===== config.mk =====
export PLATFORM = sky130hd
export DESIGN_NAME = wb_regfile
export DESIGN_NICKNAME = d
export VERILOG_FILES = /design/src/rtl/wb_regfile_pkg.sv /design/src/rtl/regfile_2r1w.sv /design/src/rtl/wb_regfile.sv
export SDC_FILE = /design/constraint.sdc
export NUM_CORES = 2
export LEC_CHECK = 0
export ABC_CLOCK_PERIOD_IN_PS = 82400
export BUFFER_PORTS_ARGS = -buffer_cell sky130_fd_sc_hd__buf_2
export CORE_ASPECT_RATIO = 1.25
export CORE_MARGIN = 5
export CORE_UTILIZATION = 35
export CTS_BUF_LIST = sky130_fd_sc_hd__clkbuf_16
export DETAILED_ROUTE_END_ITERATION = 10
export SLEW_MARGIN = 10
export SYNTH_ARGS = -nofsm -noshare
export SYNTH_HDL_FRONTEND = slang
export SYNTH_SLANG_ARGS = --single-unit

===== constraint.sdc =====
create_clock -name clock -period 82.4 [get_ports clock]
set_input_delay 16.48 -clock clock [delete_from_list [all_inputs] [get_ports clock]]
set_output_delay 16.48 -clock clock [all_outputs]
set_load 0.02 [all_outputs]

===== src/rtl/wb_regfile_pkg.sv =====
// Shared pipeline definitions for the MEM/WB boundary: WB control field
// positions, the hardwired zero register and default datapath widths.
package wb_regfile_pkg;

  localparam int unsigned DATA_WIDTH_DEF = 32;
  localparam int unsigned ADDR_WIDTH_DEF = 5;

  // Bit positions inside the 2-bit WB control field carried through MEM/WB
  localparam int unsigned WB_REGWRITE = 1;
  localparam int unsigned WB_MEMTOREG = 0;
  localparam int unsigned WB_CTRL_W   = 2;

  localparam int unsigned REG_ZERO = 0;

  typedef logic [WB_CTRL_W-1:0] wb_ctrl_t;

endpackage


===== src/rtl/regfile_2r1w.sv =====
// Architectural register storage: one synchronous write port, two
// combinational read ports, asynchronous clear.
module regfile_2r1w #(
  parameter int unsigned DATA_WIDTH = 32,
  parameter int unsigned ADDR_WIDTH = 5,
  parameter int unsigned NUM_REGS   = 32
) (
  input  logic                  clock,
  input  logic                  reset,
  input  logic                  we,
  input  logic [ADDR_WIDTH-1:0] waddr,
  input  logic [DATA_WIDTH-1:0] wdata,
  input  logic [ADDR_WIDTH-1:0] raddr_a,
  input  logic [ADDR_WIDTH-1:0] raddr_b,
  output logic [DATA_WIDTH-1:0] rdata_a,
  output logic [DATA_WIDTH-1:0] rdata_b
);

  logic [DATA_WIDTH-1:0] mem [NUM_REGS];

  always_ff @(posedge clock or posedge reset) begin
    if (reset) begin
      for (int unsigned i = 0; i < NUM_REGS; i++) begin
        mem[i] <= '0;
      end
    end else if (we) begin
      mem[waddr] <= wdata;
    end
  end

  assign rdata_a = mem[raddr_a];
  assign rdata_b = mem[raddr_b];

endmodule


===== src/rtl/wb_regfile.sv =====
// Writeback stage plus register file: selects the writeback value, commits it,
// serves the decode read ports with same-cycle bypass and exports the
// current/previous commits to the forwarding unit.
module wb_regfile
  import wb_regfile_pkg::*;
#(
  parameter int unsigned DATA_WIDTH = DATA_WIDTH_DEF,
  parameter int unsigned ADDR_WIDTH = ADDR_WIDTH_DEF,
  parameter int unsigned NUM_REGS   = 32
) (
  input  logic                  clock,
  input  logic                  reset,
  input  wb_ctrl_t              WB,
  input  logic [ADDR_WIDTH-1:0] rd,
  input  logic [DATA_WIDTH-1:0] memData,
  input  logic [DATA_WIDTH-1:0] ALUData,
  input  logic [ADDR_WIDTH-1:0] rs,
  input  logic [ADDR_WIDTH-1:0] rt,
  output logic [DATA_WIDTH-1:0] rsData,
  output logic [DATA_WIDTH-1:0] rtData,
  output logic                  wbValid,
  output logic [ADDR_WIDTH-1:0] wbAddr,
  output logic [DATA_WIDTH-1:0] wbData,
  output logic                  prevWbValid,
  output logic [ADDR_WIDTH-1:0] prevWbAddr,
  output logic [DATA_WIDTH-1:0] prevWbData
);

  localparam logic [ADDR_WIDTH-1:0] ZERO_ADDR = ADDR_WIDTH'(REG_ZERO);

  logic [DATA_WIDTH-1:0] rf_rs;
  logic [DATA_WIDTH-1:0] rf_rt;

  assign wbData  = WB[WB_MEMTOREG] ? memData : ALUData;
  assign wbValid = WB[WB_REGWRITE] && (rd != ZERO_ADDR);
  assign wbAddr  = rd;

  regfile_2r1w #(
    .DATA_WIDTH (DATA_WIDTH),
    .ADDR_WIDTH (ADDR_WIDTH),
    .NUM_REGS   (NUM_REGS)
  ) u_rf (
    .clock   (clock),
    .reset   (reset),
    .we      (wbValid),
    .waddr   (rd),
    .wdata   (wbData),
    .raddr_a (rs),
    .raddr_b (rt),
    .rdata_a (rf_rs),
    .rdata_b (rf_rt)
  );

  // Write-before-read bypass; r0 always reads as zero
  always_comb begin
    rsData = rf_rs;
    rtData = rf_rt;
    if (rs == ZERO_ADDR) begin
      rsData = '0;
    end else if (wbValid && (rd == rs)) begin
      rsData = wbData;
    end
    if (rt == ZERO_ADDR) begin
      rtData = '0;
    end else if (wbValid && (rd == rt)) begin
      rtData = wbData;
    end
  end

  // Last committed write; address/data hold across idle cycles
  always_ff @(posedge clock or posedge reset) begin
    if (reset) begin
      prevWbValid <= 1'b0;
      prevWbAddr  <= '0;
      prevWbData  <= '0;
    end else begin
      prevWbValid <= wbValid;
      if (wbValid) begin
        prevWbAddr <= rd;
        prevWbData <= wbData;
      end
    end
  end

endmodule


==> results.json <==
{
  "post_drt_wl_per_cell_um": 29.5,
  "required_ps": 65920,
  "synthCells": 5207,
  "grt_max_degree": 190,
  "relSlewSlack_pct": 8.64,
  "layout_common_cells": "dfrtp_1 (1062), nand2_1 (685), o21ai_0 (668), nor2_1 (450), a21oi_1 (422)",
  "p_per_area_nw_per_um2": 25.3,
  "internal_power_w": 0.00107,
  "finalSetupTns_ps": 0,
  "crit_path_end_kind": "output pin",
  "syn_area_um2": 55300,
  "finalCriticalPeriod_ps": 37450,
  "ant_nets": 0,
  "skew_ps": 0,
  "p_sw_share_pct": 31.1,
  "rows": 163,
  "die_h_um": 455,
  "fin_cells": 7249,
  "power.total_w": 0.00155,
  "drive_gt1_share_pct": 20.7,
  "critPathArrivalTime_ps": 20970,
  "drtPass1Iterations": 8,
  "grt_pass1_wl_mm": 308,
  "hold_class": "reg2reg",
  "antenna_found_initial": 12,
  "clock_sinks": 1062,
  "cts_resized": 0,
  "routabilityCongestion": 0.853,
  "worst_pin_slew_ps": 1360,
  "portBuffers": 222,
  "p_sw_w": 0.000484,
  "crit_path_frequent_cell": "buf_4",
  "h-tree-depth": 3,
  "placed_cell_area_um2": 57900,
  "insertion_delay_ps": 730,
  "wl_mm": 214,
  "grt_setup_unrepaired": "false",
  "worst-setup-path-type": "in2out",
  "crit_slowest_cell": "buf_4",
  "cts_tree": "yes",
  "syn_nets": 5290,
  "max_stage_delay_ps": 750,
  "cts_root_buf": "clkbuf_16",
  "dp.cells": 7050,
  "syn_to_final_growth_pct": 10.8,
  "cp_max_fo": 98,
  "syn_avg_cell_area_um2": 10.6,
  "core_um2": 158000,
  "final_max_slew_viol_count": 0,
  "start_util_pct": 35.1,
  "yosys_warnings": 0,
  "drtIter0Drc": 5478,
  "outcome": "finished clean",
  "final_cell_area_um2": 61300,
  "fillers": 15200,
  "clockBufferDepth": 3,
  "numCtsBuffers": 103,
  "die_w_um": 366,
  "synth_seq_cells": 1062,
  "via_per_inst": 6.13,
  "hold_violations": 0,
  "cpLargestDelayFamily": "buffers and inverters",
  "ir_drop_mv": 0.0192,
  "drcViolationCount": 0,
  "synthArstFlopShare_pct": 100,
  "vias": 44400,
  "comb_power_share_pct": 22.2,
  "critPathBufInv": 5,
  "cts_setup_buffers": 0,
  "die-area_um2": 166000,
  "synthFlopType": "dfrtp_1",
  "io_pins": 223,
  "grt_overflow": 0,
  "dp_hpwl_mm": 123,
  "synth-seq-area-share_pct": 48.0,
  "track_usage_pct": 25.3,
  "critical_path.cell_chain": "buf_8, buf_4, buf_12, buf_4, mux2i_1, a221oi_1, a21oi_1, nor3_1, a221o_1, buf_2",
  "cp-start-kind": "input pin",
  "synth.distinct_cells": 68,
  "finalSetupViolCount": 0,
  "ctsHoldBuffers": 0,
  "p_seq_share_pct": 45.8,
  "clkTransAtPathRegs_ps": 60,
  "fmaxAchievable_mhz": 26.7,
  "grt_pass1_vias": 43000,
  "leakage_nw": 26.1,
  "max-cap-violations": 0,
  "p_clk_share_pct": 32.0,
  "nets": 5176,
  "synth_edf_count": 0,
  "final_common_cell": "dfrtp_1",
  "fin_crit_sh_pct": 45.4
}
## registers in the layout, indices dropped and copies added (netlist names)
signal and count:
prevWbData 32, prevWbValid 1, prevWbAddr 5, u_rf.mem 1024
## final timing paths
kind                            depth (start not counted)             end  slack (ps)           start
worst min-delay path                                    0  u_rf.mem[1008]         400  u_rf.mem[1008]
worst max register to register                          2  prevWbData[22]       81590  prevWbData[22]
min in group asynchronous                               2   u_rf.mem[387]       15940           reset
max in group asynchronous                               6   u_rf.mem[852]       62340           reset
worst min register to register                          0  u_rf.mem[1008]         400  u_rf.mem[1008]
worst max-delay path                                   10      rsData[15]       44950           rs[0]
## Yosys cell counts, drive strengths merged (3+ instances only)
library cell	number	area, um^2
dfrtp	1062	26600
nand2	699	2630
o21ai	680	3410
nor2	466	1770
a21oi	422	2110
mux4	381	8580
clkbuf	325	1220
buf	238	1650
mux2i	179	1790
o22ai	145	907
mux2	96	1080
a211oi	72	541
nor3	69	360
nor4	44	282
inv	43	161
nor2b	43	269
a221oi	41	359
a221o	31	310
nand2b	19	119
nor3b	18	135
a2111oi	17	151
or2	12	75.1
xnor2	10	87.6
a22oi	8	60.1
nand3	8	55.1
o221ai	8	82.6
o31ai	8	65.1
nand3b	7	52.6
o32a	7	70.1
or3	7	43.8
a21o	6	45.0
a22o	4	35.0
o2111ai	4	41.3
o21bai	4	30.0
o32ai	4	35.0
and2	3	18.8
o21a	3	22.5
or3b	3	26.3
## cell families after synthesis
kind of cell | count (synthesis) | synth area share (%)
compound gates | 1470 | 15.0
simple gates | 1402 | 10.6
mux | 656 | 20.7
xor+xnor | 10 | 0.158
buf+inv | 607 | 5.48
flops | 1062 | 48.0
## worst reg2reg max path: stages, from the launching register on
cell and delay [ps]:
dfrtp_1 470, nand2_1 90, o21ai_0 100
## layout make-up
| class | instances | area, um^2 | area share [%] |
|---|---|---|---|
| inverters | 44 | 173 | 0.282 |
| flip-flops and latches | 1062 | 26600 | 43.3 |
| clock buffers | 105 | 2630 | 4.29 |
| well taps | 2062 | 2580 | 4.21 |
| multi-input cells | 3538 | 26400 | 43.0 |
| diodes | 8 | 20.0 | 0.0326 |
| repair buffers | 344 | 2150 | 3.51 |
| clock inverters | 86 | 818 | 1.33 |
## metal layers
metal | share of wire [%] | track usage, %
met1 | 39 | 33.4
met2 | 45 | 38.7
met3 | 10 | 5.47
met4 | 6.2 | 14.3
met5 | 0.013 | 0
## per-stage QoR
stage / setup slack, ps / hold slack [ps] / util, %
2_1_floorplan: 36030 / 435 / -
3_3_place_gp: 44860 / 375 / 36.7
3_5_place_dp: 44910 / 377 / 36.7
4_1_cts: 44910 / 391 / 38.9
5_1_grt: 44690 / 406 / 38.9
6_report: 44950 / 396 / 38.9
## power by group through the flow
| stage | clock, W | combinational, W | sequential (W) |
|---|---|---|---|
| finish | 0.000497 | 0.000345 | 0.000712 |
| global route | 0.000523 | 0.000377 | 0.000723 |
| CTS | 0.000502 | 0.000343 | 0.000708 |
| detailed placement | 0 | 0.000342 | 0.000717 |
| global placement | 0 | 0.000334 | 0.000711 |
| floorplan | 0 | 0.000255 | 0.000695 |
(Power assumes the default switching activity.)
